==> config.mk <==
export PLATFORM = sky130hd
export DESIGN_NAME = crc_lfsr_stream_flat
export DESIGN_NICKNAME = d
export VERILOG_FILES = /design/src/rtl/crc_lfsr_stream_if.sv /design/src/rtl/crc_lfsr_stream.sv /design/src/flat_wrapper.sv
export SDC_FILE = /design/constraint.sdc
export NUM_CORES = 1
export LEC_CHECK = 0
export ABC_AREA = 1
export CAP_MARGIN = 25
export CORE_MARGIN = 2
export CORE_UTILIZATION = 40
export CTS_CLUSTER_DIAMETER = 80
export DETAILED_ROUTE_END_ITERATION = 10
export GPL_TIMING_DRIVEN = 0
export HOLD_SLACK_MARGIN = 0.12
export PLACE_DENSITY = 0.61
export SETUP_SLACK_MARGIN = 0.2
export SLEW_MARGIN = 20
export SYNTH_ARGS = -nofsm -noshare
export SYNTH_HDL_FRONTEND = slang
export SYNTH_SLANG_ARGS = --single-unit
==> constraint.sdc <==
create_clock -name clk -period 2.4 [get_ports clk]
set_input_delay 0.72 -clock clk [delete_from_list [all_inputs] [get_ports clk]]
set_output_delay 0.72 -clock clk [all_outputs]
set_load 0.01 [all_outputs]
==> src/rtl/crc_lfsr_stream_if.sv <==
// Message-word and CRC-result handshake bundle for crc_lfsr_stream.
// master drives words in and accepts results; slave is the CRC engine.
interface crc_lfsr_stream_if #(
  parameter int DATA_W = 10,
  parameter int CRC_W  = 9
);
  logic              in_valid;
  logic              in_ready;
  logic [DATA_W-1:0] in_data;
  logic              in_last;
  logic              out_valid;
  logic              out_ready;
  logic [CRC_W-1:0]  out_crc;

  modport master (
    output in_valid, in_data, in_last, out_ready,
    input  in_ready, out_valid, out_crc
  );

  modport slave (
    input  in_valid, in_data, in_last, out_ready,
    output in_ready, out_valid, out_crc
  );
endinterface

==> src/rtl/crc_lfsr_stream.sv <==
// Serial LFSR CRC over a word stream, BPC bits per clock, MSB first; result DATA_W/BPC cycles after last word.
// One word in flight: in_ready only in IDLE; result held in DONE until out_ready.
module crc_lfsr_stream #(
  parameter int               CRC_W   = 9,
  parameter logic [CRC_W-1:0] POLY    = 9'h103,
  parameter int               DATA_W  = 10,
  parameter int               BPC     = 1,
  parameter logic [CRC_W-1:0] INIT    = '0,
  parameter logic [CRC_W-1:0] XOR_OUT = '0
) (
  input  logic                 clk,
  input  logic                 reset,
  input  logic                 abort,
  crc_lfsr_stream_if.slave     bus,
  output logic                 busy
);

  localparam int NCHUNK = DATA_W / BPC;
  localparam int CNT_W  = $clog2(NCHUNK + 1);

  typedef enum logic [1:0] {IDLE, SHIFT, DONE} state_t;

  state_t            state;
  logic [CRC_W-1:0]  crc;
  logic [CRC_W-1:0]  crc_next;
  logic [DATA_W-1:0] data_q;
  logic              last_q;
  logic [CNT_W-1:0]  cnt;
  logic              in_ready_q;
  logic              out_valid_q;
  logic              fb_bit;

  // Fold the top BPC bits of the captured word into the register in one cycle.
  always_comb begin
    crc_next = crc;
    fb_bit   = 1'b0;
    for (int i = 0; i < BPC; i++) begin
      fb_bit   = crc_next[CRC_W-1] ^ data_q[DATA_W-1-i];
      crc_next = {crc_next[CRC_W-2:0], 1'b0} ^ (fb_bit ? POLY : '0);
    end
  end

  always_ff @(posedge clk or posedge reset) begin
    if (reset) begin
      state       <= IDLE;
      crc         <= INIT;
      cnt         <= '0;
      data_q      <= '0;
      last_q      <= 1'b0;
      in_ready_q  <= 1'b1;
      out_valid_q <= 1'b0;
      busy        <= 1'b0;
    end else if (abort) begin
      state       <= IDLE;
      crc         <= INIT;
      cnt         <= '0;
      in_ready_q  <= 1'b1;
      out_valid_q <= 1'b0;
      busy        <= 1'b0;
    end else begin
      case (state)
        IDLE: begin
          if (bus.in_valid) begin
            data_q     <= bus.in_data;
            last_q     <= bus.in_last;
            cnt        <= CNT_W'(NCHUNK);
            state      <= SHIFT;
            in_ready_q <= 1'b0;
            busy       <= 1'b1;
          end
        end
        SHIFT: begin
          crc    <= crc_next;
          data_q <= data_q << BPC;
          cnt    <= cnt - 1'b1;
          if (cnt == CNT_W'(1)) begin
            // A non-final word keeps crc so the next word continues the message.
            if (last_q) begin
              state       <= DONE;
              out_valid_q <= 1'b1;
            end else begin
              state      <= IDLE;
              in_ready_q <= 1'b1;
              busy       <= 1'b0;
            end
          end
        end
        DONE: begin
          if (bus.out_ready) begin
            crc         <= INIT;
            state       <= IDLE;
            out_valid_q <= 1'b0;
            in_ready_q  <= 1'b1;
            busy        <= 1'b0;
          end
        end
        default: begin
          state       <= IDLE;
          in_ready_q  <= 1'b1;
          out_valid_q <= 1'b0;
          busy        <= 1'b0;
        end
      endcase
    end
  end

  assign bus.in_ready  = in_ready_q;
  assign bus.out_valid = out_valid_q;
  assign bus.out_crc   = crc ^ XOR_OUT;

endmodule

==> src/flat_wrapper.sv <==
// flat-port wrapper written by rule: the top's interface ports become plain ports
module crc_lfsr_stream_flat 
#(
  parameter int               CRC_W   = 9,
  parameter logic [CRC_W-1:0] POLY    = 9'h103,
  parameter int               DATA_W  = 10,
  parameter int               BPC     = 1,
  parameter logic [CRC_W-1:0] INIT    = '0,
  parameter logic [CRC_W-1:0] XOR_OUT = '0
)
  (clk, reset, abort, busy, bus_in_valid, bus_in_data, bus_in_last, bus_out_ready, bus_in_ready, bus_out_valid, bus_out_crc);
  crc_lfsr_stream_if #(.DATA_W(DATA_W), .CRC_W(CRC_W)) bus_i ();
  input  logic clk;
  input  logic reset;
  input  logic abort;
  output logic busy;
  input wire logic [$bits(bus_i.in_valid)-1:0] bus_in_valid;
  input wire logic [$bits(bus_i.in_data)-1:0] bus_in_data;
  input wire logic [$bits(bus_i.in_last)-1:0] bus_in_last;
  input wire logic [$bits(bus_i.out_ready)-1:0] bus_out_ready;
  output wire logic [$bits(bus_i.in_ready)-1:0] bus_in_ready;
  output wire logic [$bits(bus_i.out_valid)-1:0] bus_out_valid;
  output wire logic [$bits(bus_i.out_crc)-1:0] bus_out_crc;
  assign bus_i.in_valid = bus_in_valid;
  assign bus_i.in_data = bus_in_data;
  assign bus_i.in_last = bus_in_last;
  assign bus_i.out_ready = bus_out_ready;
  assign bus_in_ready = bus_i.in_ready;
  assign bus_out_valid = bus_i.out_valid;
  assign bus_out_crc = bus_i.out_crc;
  crc_lfsr_stream #(.CRC_W(CRC_W), .POLY(POLY), .DATA_W(DATA_W), .BPC(BPC), .INIT(INIT), .XOR_OUT(XOR_OUT)) u_core (.clk(clk), .reset(reset), .abort(abort), .bus(bus_i), .busy(busy));
endmodule
* Word-level counts from Yosys, hierarchy flattened
Cells that the tools add are included.
Storage, ports and cells: output and inout bits 12, bits in latches 0, logic and storage cells 64, bits in registers 29, memory bits (read-only) 0, memories 0, input bits 16, RAM bits 0
Cells by class: multiply operators 0, bitwise logic cells 3, add/sub/neg operators 1, divide/modulo/power cells 0, order comparisons 0, reduce and logical (&&, ||, !) cells 11, mux-type cells 31, eq/ne operators 10, shift operators 0
Operators by type and width (count):
- two-way mux 9 bit | 3
- one-hot mux 10 bit (2 select lines) | 1
- one-hot mux 9 bit (2 select lines) | 1
- two-way mux 1 bit | 13
- two-way mux 10 bit | 1
- two-way mux 2 bit | 5
- inequality test 3 bit, second input constant | 3
- one-hot mux 1 bit (3 select lines) | 3
- AND reduction 3 bit | 3
- XOR 9 bit | 1
- two-way mux 4 bit | 2
- one-hot mux 4 bit (2 select lines) | 1
- AND reduction 4 bit | 2
- inequality test 3 x 2 -> 1 bit, second input constant | 2
- one-hot mux 2 bit (3 select lines) | 1
- nonzero test 3 bit | 2
- == test 4 x 1 -> 1 bit, second input constant | 1
- inequality test 2 bit, second input constant | 2
- AND reduction 2 bit | 2
- subtractor 4 x 1 -> 4 bit, second input constant | 1
- == test 2 x 1 -> 1 bit, second input constant | 1
- == test 2 bit, second input constant | 1
- zero test 2 bit | 1
- nonzero test 2 bit | 1
- other kinds (2) | 2

* Longest topological paths before layout
word-level depth 5, gate-level depth with buffers 8, gate-level depth less buffers 8

* Worst setup path before layout
No wires, ideal clock.
path kind input -> register, from in bus_in_valid, to reg u_core.data_q[1], data arrival time 1191 ps, path buffers 1, setup slack 1083 ps, stages 5, data required time 2274 ps, path through o21ai_2 nor2_2 buf_4 nand2_1 o21ai_0
Between the ends: word-level cells in the longest chain between the ends 2
Ends and longest elaborated chain:
- start, declared | RTL line flat_wrapper.sv:17 | input wire logic [$bits(bus_i.in_valid)-1:0] bus_in_valid;
- inequality test 2 bit (no line)
- AND reduction 3 bit (no line)
- end signal, assigned | RTL line crc_lfsr_stream.sv:64 | data_q <= bus.in_data;
- end signal, assigned | RTL line crc_lfsr_stream.sv:74 | data_q <= data_q << BPC;
- end, declared | RTL line crc_lfsr_stream.sv:26 | logic [DATA_W-1:0] data_q;
Every way passes these cells. A chain may end at the register's enable or synchronous reset.

* Worst setup path in the final report
from reg u_core.in_ready_q (netlist: u_core.bus.in_ready), to out bus_in_ready
RTL lines:
- start, declared | RTL line crc_lfsr_stream.sv:29 | logic in_ready_q;
- start signal, assigned | RTL line crc_lfsr_stream.sv:50 | in_ready_q <= 1'b1;
- start signal, assigned | RTL line crc_lfsr_stream.sv:57 | in_ready_q <= 1'b1;
- start signal, assigned | RTL line crc_lfsr_stream.sv:68 | in_ready_q <= 1'b0;
- end, declared | RTL line flat_wrapper.sv:21 | output wire logic [$bits(bus_i.in_ready)-1:0] bus_in_ready;
No word-level cell between the ends.

==> results.md <==
* Area post-placement at 1737 um^2
* DP Wirelength at just over 2000 um
* Area Overhead vs Synth at 30.80%
* Final number of hold-violating endpoints at 0
* Worst-skew pair later-pin latency at roughly 0.33 ns
* Top cells by area, synth: dfrtp_1 51%, nand2_1 13%, inv_1 8.2%
* Routed len/inst at roughly 11 um
* Vias in the first global route at about 1.2k
* Post-synth EDFFs at 0
* Initial core utilization at between 40% and 50%
* Vias/cell at 4.719
* Number of diodes at 0
* Hold depth at 2
* Post-synth ARST share at 100.0%
* Status: finished clean
* Most frequent cells after synthesis: 47 x nand2_1, 30 x inv_1, 28 x dfrtp_1
* Hold EP: u_core.bus.in_ready
* Rel. slew slack at 57.02%
* PnR worst setup slack at approximately 0.28 ns
* CTS HTree Levels at 2
* Seq cells post-synth at 29
* Clock tree buffer depth at 2
* FP Rows at 21
* Cells along the critical path: clkdlybuf4s50_1
* Post-Layout Cell Count at between 200 and 300
* Critical Path Sink Type: output port
* Psw at approximately 0.5 mW
* Fmax at about 470 MHz
* CP startpoint: u_core.bus.in_ready
* Drt first-iter violations at slightly below 60
* Hold Buf Count CTS at 0
* Clock Pin Slew Worst Setup and Hold Paths at 0.09 ns
* Power share of the combinational group at 31.9%
* Count leader, synth: nand2_1
* Via count at ~1.2k
* Yosys top cell area share at ~51%
* Die height at approximately 63 um
* R2R Setup Slk at between 1 and 1.5 ns
* Worst Min Path Start: u_core.bus.in_ready
* Critical-path maximum fanout at 2
* Cts bufs inserted at 5
* Peak supply drop at about 0.36 mV
* Post-DRT Antenna Nets at 0
* Die Width at 62.77 um
* Synth Net Count at between 150 and 200
* Max cap viols at 0
* CP delay by family, top: flip-flops
* Critical Path Start Type: flip-flop
* Pins Over Slew Limit at 0
* Clk root buf: clkbuf_4
* Yosys top cell by area: dfrtp_1
* Seq/Total Area, Yosys at between 50% and 60%
* Main synth FF type: dfrtp_1
* Worst-Margin Slew at about 0.64 ns
* Final period util at approximately 88%
* Synthesized cell area at between 1000 and 1500 um^2
* Yosys cell types at 22
* Residual DRC count at 0
* Int Power at between 0.9 and 1 mW
* Layout Skew at 0.005004 ns
* # IOs at 28
* RD Place Congestion at a little under 0.8
* Buffers on Ports at 27
* Clock power share at 23.2%
* Reported leakage power at 0.8673 nW
* CP max stage cell: dfstp_2
* RSZ-0062 raised after global routing: false
* CP Data Arrival Time at around 1.4 ns
* CP Data Required Time at roughly 1.7 ns
* Placed Cells at around 250
* First-pass GRT wire length at roughly 5500 um
* Sw frac at about a third
* Initial antenna violation count at 0
* Worst R2R Start: u_core.state[1]
* Pre-CTS setup slack at 0.4070 ns
* Post-CTS Resized at 0
* Clk sinks at 29
* Min cycle time layout at 2.118 ns
* Synth Warn # at 0
* Crit path largest cell delay at between 0.5 and 0.6 ns
* Final setup TNS at 0 ns
* Worst Path Buf+Inv at 1
* GRT Util Overall at about 18%
* Sequential power share at between 40% and 50%
* Multi-input gate area at 515.5 um^2
* Layout fillers at roughly 330
* Setup violators final at 0
* Initial DRT Pass Iterations at 4
* Post-Syn Instances at between 150 and 200
* Largest net degree at the start of global routing at 16
* Final instance area at between 1500 and 2000 um^2
* CP Class: reg -> out
* Wirelength, routed at between 2000 and 3000 um
* Worst min path class: reg -> reg
* CTS tree: yes
* Die area at a little under 4000 um^2
* Final #Nets at 224
* Core ar. at around 3300 um^2
* Setup bufs post-CTS at 0
* Syn_area_per_cell at about 8.1 um^2
* Reg-to-reg endpoint: u_core.bus.out_valid
* Reg area at ~730 um^2
* Grt total ovfl at 0
* Cells on worst reg2reg path at 6
* Share of layout cells above drive strength 1 at around a tenth
* PwrDens at between 800 and 900 nW/um^2
cell type report:
type                    instances  area share, %
flip-flops and latches         29          40.24
multi-input cells             107          28.53
repair buffers                 28          16.48
inverters                      31          6.440
clock buffers                   7          3.601
well taps                      46          3.186
plain buffers                   4          1.247
clock inverters                 1         0.2770
worst max-delay path by stage:
stage / end / slack (ns) / cells after the start
after global routing: bus_in_ready / 0.23 / 1
after CTS: bus_in_ready / 0.26 / 1
after floorplan: u_core.bus.out_crc[0] / 1.08 / 1
after global placement: u_core.last_q / 0.34 / 2
after detailed placement: u_core.last_q / 0.41 / 5
final: bus_in_ready / 0.28 / 1
layer usage:
layer  track usage (%)  wire length (um)
met1             22.82              1354
met2             26.48              1243
met3             6.847               178
met4             7.778                52
met5                 0                 0
worst min-delay path, delay by kind of cell (launching register included):
family	cells	cell delay, ns
and+or+nand+nor	2	0.09
DFF	1	0.38
state kept, by name (all words and copies together) (netlist names):
register,count
u_core.last_q,1
u_core.busy,1
u_core.bus.out_crc,9
u_core.data_q,10
u_core.bus.in_ready,1
u_core.bus.out_valid,1
u_core.state,2
u_core.cnt,4
through the flow:
step                util (%)  power (mW)  hold WS, ns
floorplan                  -      0.9850       0.4674
global placement       51.22       1.127       0.4497
detailed placement     52.04       1.149       0.4611
CTS                    54.14       1.505       0.4730
global route           54.14       1.619       0.5055
finish                 54.14       1.474       0.4723
cells in the final DEF, fill, tap and decap left out:
| cell | n |
|---|---|
| a21oi_1 | 2 |
| buf_16 | 1 |
| buf_2 | 2 |
| buf_4 | 1 |
| clkbuf_2 | 1 |
| clkbuf_4 | 5 |
| clkbuf_8 | 2 |
| clkdlybuf4s50_1 | 27 |
| clkinv_2 | 1 |
| dfrtp_1 | 28 |
| dfstp_2 | 1 |
| ha_1 | 2 |
| inv_1 | 30 |
| inv_2 | 1 |
| nand2_1 | 47 |
| nand2_2 | 1 |
| nand3_1 | 10 |
| nand3_2 | 1 |
| nand4_1 | 1 |
| nor2_1 | 7 |
| nor2_2 | 1 |
| nor2_4 | 1 |
| o21ai_0 | 19 |
| o21ai_1 | 5 |
| o21ai_2 | 1 |
| o22ai_1 | 8 |
| xnor2_1 | 1 |
kinds of logic after synthesis:
kind of cell	after synthesis	synth area share, %
AND/OR/NAND/NOR	69	21.20
adder cells (fa/ha/maj)	2	1.811
buffers and inverters	35	10.05
AO/OA/AOI/OAI	35	13.68
XOR/XNOR	1	0.6342
flip-flops	29	52.63
power by group through the flow:
stage	clock [mW]	combinational, mW	sequential (mW)
after floorplan	0	0.312	0.673
after global placement	0	0.458	0.668
after detailed placement	0	0.476	0.672
after CTS	0.362	0.480	0.663
after global routing	0.388	0.550	0.681
final	0.342	0.470	0.661
Power figures use the tool's default switching activity.
